`config.mk`:
```
export PLATFORM = sky130hd
export DESIGN_NAME = tft_fill_gen
export DESIGN_NICKNAME = d
export VERILOG_FILES = /design/src/rtl/tft_fill_gen.sv
export SDC_FILE = /design/constraint.sdc
export NUM_CORES = 1
export LEC_CHECK = 0
export CAP_MARGIN = 20
export CORE_ASPECT_RATIO = 1.2
export CORE_UTILIZATION = 59
export DETAILED_ROUTE_END_ITERATION = 8
export MAX_ROUTING_LAYER = met4
export PLACE_DENSITY_LB_ADDON = 0.2
export SYNTH_ARGS = -nofsm -noshare
export SYNTH_HDL_FRONTEND = slang
export SYNTH_SLANG_ARGS = --single-unit
```
`constraint.sdc`:
```
create_clock -name FSL_Clk -period 2.9 [get_ports FSL_Clk]
set_input_delay 0.58 -clock FSL_Clk [delete_from_list [all_inputs] [get_ports FSL_Clk]]
set_output_delay 0.58 -clock FSL_Clk [all_outputs]
set_load 0.005 [all_outputs]
```
`src/rtl/tft_fill_gen.sv`:
```
// Rectangular window fill generator for an FSL-attached LCD controller.
// On a valid start it programs the LCD window (column/row start/end), the
// GRAM address and the GRAM-write index (13 setup words), then streams one
// colour word per pixel of the window.
//
// Ports:
//   FSL_Clk, FSL_Rst_n : clock (rising edge), asynchronous active-low reset
//   start              : one-cycle fill request, sampled only when idle
//   x0, x1, y0, y1     : inclusive window bounds
//   color              : RGB565 fill value
//   busy, done, err    : status; done/err are single-cycle pulses
//   FSL_M_Write        : word valid (already qualified by FSL_M_Full)
//   FSL_M_Data         : payload in [16:31], [0:15] always zero
//   FSL_M_Control      : 1 = register index word, 0 = data word
//   FSL_M_Full         : downstream FIFO full
module tft_fill_gen #(
  parameter int unsigned X_MAX = 239,
  parameter int unsigned Y_MAX = 319
) (
  input  logic        FSL_Clk,
  input  logic        FSL_Rst_n,
  input  logic        start,
  input  logic [7:0]  x0,
  input  logic [7:0]  x1,
  input  logic [8:0]  y0,
  input  logic [8:0]  y1,
  input  logic [15:0] color,
  output logic        busy,
  output logic        done,
  output logic        err,
  output logic        FSL_M_Write,
  output logic [0:31] FSL_M_Data,
  output logic        FSL_M_Control,
  input  logic        FSL_M_Full
);

  localparam logic [1:0] StIdle   = 2'd0;
  localparam logic [1:0] StSetup  = 2'd1;
  localparam logic [1:0] StPixels = 2'd2;

  localparam logic [7:0] XMax = 8'(X_MAX);
  localparam logic [8:0] YMax = 9'(Y_MAX);
  localparam logic [3:0] LastSetupIdx = 4'd12;

  logic [1:0]  state_q, state_d;
  logic [3:0]  idx_q, idx_d;
  logic [16:0] cnt_q, cnt_d;
  logic [7:0]  x0_q, x0_d, x1_q, x1_d;
  logic [8:0]  y0_q, y0_d, y1_q, y1_d;
  logic [15:0] color_q, color_d;
  logic        done_q, done_d;
  logic        err_q, err_d;

  logic        req_ok;
  logic [16:0] win_w, win_h, win_n;
  logic [15:0] payload;

  assign req_ok = (x0 <= x1) && (y0 <= y1) && (x1 <= XMax) && (y1 <= YMax);

  // Pixel count computed from the live inputs so it can be loaded with the latches.
  assign win_w = 17'(x1) - 17'(x0) + 17'd1;
  assign win_h = 17'(y1) - 17'(y0) + 17'd1;
  assign win_n = win_w * win_h;

  assign busy        = (state_q == StSetup) || (state_q == StPixels);
  assign FSL_M_Write = busy && !FSL_M_Full;
  assign done        = done_q;
  assign err         = err_q;

  always_comb begin
    state_d = state_q;
    idx_d   = idx_q;
    cnt_d   = cnt_q;
    x0_d    = x0_q;
    x1_d    = x1_q;
    y0_d    = y0_q;
    y1_d    = y1_q;
    color_d = color_q;
    done_d  = 1'b0;
    err_d   = 1'b0;
    case (state_q)
      StIdle: begin
        if (start) begin
          if (req_ok) begin
            x0_d    = x0;
            x1_d    = x1;
            y0_d    = y0;
            y1_d    = y1;
            color_d = color;
            idx_d   = 4'd0;
            cnt_d   = win_n;
            state_d = StSetup;
          end else begin
            err_d = 1'b1;
          end
        end
      end
      StSetup: begin
        if (FSL_M_Write) begin
          if (idx_q == LastSetupIdx) begin
            idx_d   = 4'd0;
            state_d = StPixels;
          end else begin
            idx_d = idx_q + 4'd1;
          end
        end
      end
      StPixels: begin
        if (FSL_M_Write) begin
          cnt_d = cnt_q - 17'd1;
          if (cnt_q == 17'd1) begin
            state_d = StIdle;
            done_d  = 1'b1;
          end
        end
      end
      default: state_d = StIdle;
    endcase
  end

  // Setup words alternate index (even) / value (odd), so Control is ~idx[0].
  always_comb begin
    payload       = 16'h0000;
    FSL_M_Control = 1'b0;
    case (state_q)
      StSetup: begin
        FSL_M_Control = ~idx_q[0];
        case (idx_q)
          4'd0:    payload = 16'h0050;
          4'd1:    payload = 16'(x0_q);
          4'd2:    payload = 16'h0051;
          4'd3:    payload = 16'(x1_q);
          4'd4:    payload = 16'h0052;
          4'd5:    payload = 16'(y0_q);
          4'd6:    payload = 16'h0053;
          4'd7:    payload = 16'(y1_q);
          4'd8:    payload = 16'h0020;
          4'd9:    payload = 16'(x0_q);
          4'd10:   payload = 16'h0021;
          4'd11:   payload = 16'(y0_q);
          4'd12:   payload = 16'h0022;
          default: payload = 16'h0000;
        endcase
      end
      StPixels: payload = color_q;
      default:  payload = 16'h0000;
    endcase
  end

  assign FSL_M_Data = {16'h0000, payload};

  always_ff @(posedge FSL_Clk or negedge FSL_Rst_n) begin
    if (!FSL_Rst_n) begin
      state_q <= StIdle;
      idx_q   <= 4'd0;
      cnt_q   <= 17'd0;
      x0_q    <= 8'd0;
      x1_q    <= 8'd0;
      y0_q    <= 9'd0;
      y1_q    <= 9'd0;
      color_q <= 16'd0;
      done_q  <= 1'b0;
      err_q   <= 1'b0;
    end else begin
      state_q <= state_d;
      idx_q   <= idx_d;
      cnt_q   <= cnt_d;
      x0_q    <= x0_d;
      x1_q    <= x1_d;
      y0_q    <= y0_d;
      y1_q    <= y1_d;
      color_q <= color_d;
      done_q  <= done_d;
      err_q   <= err_d;
    end
  end

endmodule

```
==> flow_metrics.tcl <==
set metrics [dict create \
    synth-warning-count 0 \
    clock_sinks 75 \
    wire_per_inst_um 29.3 \
    core_um2 14500 \
    fmax_mhz 136 \
    tightest_slew_ns 0.997 \
    finalSetupViolCount 84 \
    crit_required_ns 3.15 \
    syn-cell-area_um2 8830 \
    clock-root-buffer "clkbuf_16" \
    slew_headroom_pct 33.0 \
    period_minus_slack_ns 7.36 \
    synth-seq-cells 75 \
    start_util_pct 60.8 \
    clk_pin_slew_ns 0.09 \
    drt-initial-drc-count 1469 \
    syn_avg_cell_area_um2 9.27 \
    r2r_slack_ns -0.03 \
    final_cell_mix "196 x buf_4, 107 x inv_1, 74 x fa_1, 71 x dfrtp_1, 63 x nand2_1" \
    path_class "input pin to flip-flop" \
    seq_area_frac_synth_pct 21.2 \
    routed-via-count 10005 \
    fin_ws_ns -4.46 \
    io_pins 91 \
    r2r_start "cnt_q[8]$_DFFE_PN0P_" \
    grt_pass1_vias 9224 \
    synth_edf_count 0 \
    wirelength_mm 42.8 \
    arrival_ns 7.60 \
    cts_made_buffers 9 \
    dieHeight_um 136 \
    whs_ns 0.184 \
    cp_common_cell "fa_1" \
    grt_first_pass_wirelength_mm 46.5 \
    grt_max_degree 40 \
    fin_nets 1458 \
    synth_top_flop_cell "dfrtp_1" \
    tritoncts "yes" \
    gr-usage-all-layers_pct 40.9 \
    rsz0062_at_grt "true" \
    io_buffers 74 \
    cp-start-kind "input pin" \
    nFillCells 429 \
    mostFrequentLayoutCell "buf_4" \
    drive_above_1_share_pct 44.0 \
    drc 0 \
    syn2layout_area_growth_pct 53.2 \
    antenna_found_initial 1 \
    postCtsHoldBufs 0 \
    crit_fanout 6 \
    hold_path.class "input pin to asynchronous set/reset pin" \
    reg2reg_to "state_q[1]$_DFFE_PN0P_" \
    clkLatencyLatePin_ns 0.38 \
    vias_per_cell 6.86 \
    hold_viol 0 \
    critPathSlowestCell "nor3_1" \
    drv_cap 0 \
    postRouteAntennaNets 0 \
    max_stage_delay_ns 0.81 \
    rows 48 \
    r2r_cells 8 \
    setup.worst_path.end_class "flip-flop" \
    finClkSkew_ns 0.0198 \
    hpwl_mm 18.6 \
    synthCells 953 \
    dieArea_um2 15500 \
    outcome "finished with violations" \
    dieWidth_um 114 \
    failed_checks "setup timing" \
    gp_congestion 0.932 \
    firstDrtPassIters 7 \
    finalCritPeriodShare_pct 254 \
    synth_cell_types 77 \
    gr-total-overflow 0 \
    cts_buffer_depth 2 \
    h-tree-depth 3 \
    ys_async_sr_fraction_pct 100 \
    slew_violations 0 \
]
worst max-delay path, delay by kind of cell:
| family | cells | cell delay [ns] |
|---|---|---|
| adders and majority gates | 7 | 2.99 |
| and+or+nand+nor | 5 | 1.38 |
| xor gates and xnor gates | 3 | 0.72 |
| buffers and inverters | 5 | 0.57 |
| AOI/OAI and AO/OA | 6 | 1.34 |
cells by family (layout without fill, tap and decap cells):
| family | after synthesis | after routing | share of synthesized area (%) |
|---|---|---|---|
| xor gates and xnor gates | 53 | 53 | 6.63 |
| buffers and inverters | 194 | 484 | 9.16 |
| adders and majority gates | 151 | 151 | 28.1 |
| and+or+nand+nor | 273 | 273 | 16.2 |
| muxes | 57 | 57 | 7.17 |
| AOI/OAI and AO/OA | 149 | 149 | 11.4 |
| DFF | 75 | 75 | 21.2 |
| other | 1 | 17 | 0.0425 |
cells in the mapped netlist (9+ instances only):
| cell | count | area share (%) |
|---|---|---|
| a22oi_1 | 18 | 1.5 |
| buf_4 | 18 | 1.5 |
| nand2_1 | 78 | 3.3 |
| nor2b_1 | 24 | 1.7 |
| inv_1 | 148 | 6.3 |
| xor2_1 | 15 | 1.5 |
| fa_1 | 79 | 18 |
| xnor2_1 | 28 | 2.8 |
| ha_1 | 72 | 10 |
| mux2_2 | 50 | 6.4 |
| dfrtp_1 | 75 | 21 |
| and2_1 | 25 | 1.8 |
| clkbuf_1 | 19 | 0.81 |
| o21ai_0 | 29 | 1.6 |
| nor2_1 | 54 | 2.3 |
| nor3_1 | 27 | 1.5 |
| a21oi_1 | 39 | 2.2 |
| nand3_1 | 14 | 0.79 |
| nand4_1 | 9 | 0.64 |
layout make-up:
cell class / instances / area (um^2) / share of cell area (%)
repair buffers: 318 / 2910 / 21.5
well taps: 200 / 250 / 1.85
clock inverters: 7 / 95.1 / 0.703
diodes: 1 / 2.50 / 0.0185
clock buffers: 9 / 225 / 1.66
flip-flops and latches: 75 / 1880 / 13.9
multi-input cells: 699 / 7560 / 55.9
inverters: 150 / 604 / 4.47
per-stage QoR:
stage	cells	area [um^2]	setup TNS [ns]	setup WS (ns)	utilization, %
6_report	1459	13500	-108.14	-4.46	93.1
5_1_grt	1459	13500	-118.29	-4.63	93.1
4_1_cts	1424	12700	-44.18	-3.72	87.6
3_5_place_dp	1369	11400	-108.63	-4.82	78.5
3_3_place_gp	1369	11400	-105.33	-4.63	78.5
2_1_floorplan	968	9350	-39.67	-3.78	-
state kept, by name, summed over array words and instances (netlist names):
name     cells
done         1
x0_q         8
err          1
color_q     16
y1_q         9
x1_q         8
idx_q        4
y0_q         9
cnt_q       17
state_q      2
routing by layer:
metal  GRT usage (%)  up-vias  part of all wire (%)
li1                -     3748                     -
met1            41.3     4621                    30
met2            72.9     1093                    45
met3            5.93      543                    12
met4            28.6        0                    12
met5               -        -                     0
worst max-delay path by stage:
stage | from | depth (start not counted) | end | slack [ns]
2_1_floorplan | y1[0] | 30 | cnt_q[15]$_DFFE_PN0P_ | -3.78
3_3_place_gp | y1[0] | 30 | cnt_q[15]$_DFFE_PN0P_ | -4.63
3_5_place_dp | y1[0] | 30 | cnt_q[15]$_DFFE_PN0P_ | -4.82
4_1_cts | y1[0] | 31 | cnt_q[15]$_DFFE_PN0P_ | -3.72
5_1_grt | y0[6] | 28 | cnt_q[15]$_DFFE_PN0P_ | -4.63
6_report | y1[6] | 26 | cnt_q[16]$_DFFE_PN0P_ | -4.46
what timing repair did:
item,CTS,global route
cloned,2,4
resized for setup,239,127
buffers inserted,37,34
pin swaps,93,72
endpoints found under the setup margin,82,83
Power is left out: the tool's default activity adds up to more than one toggle a clock period on the data nets, which glitch-free logic cannot reach.
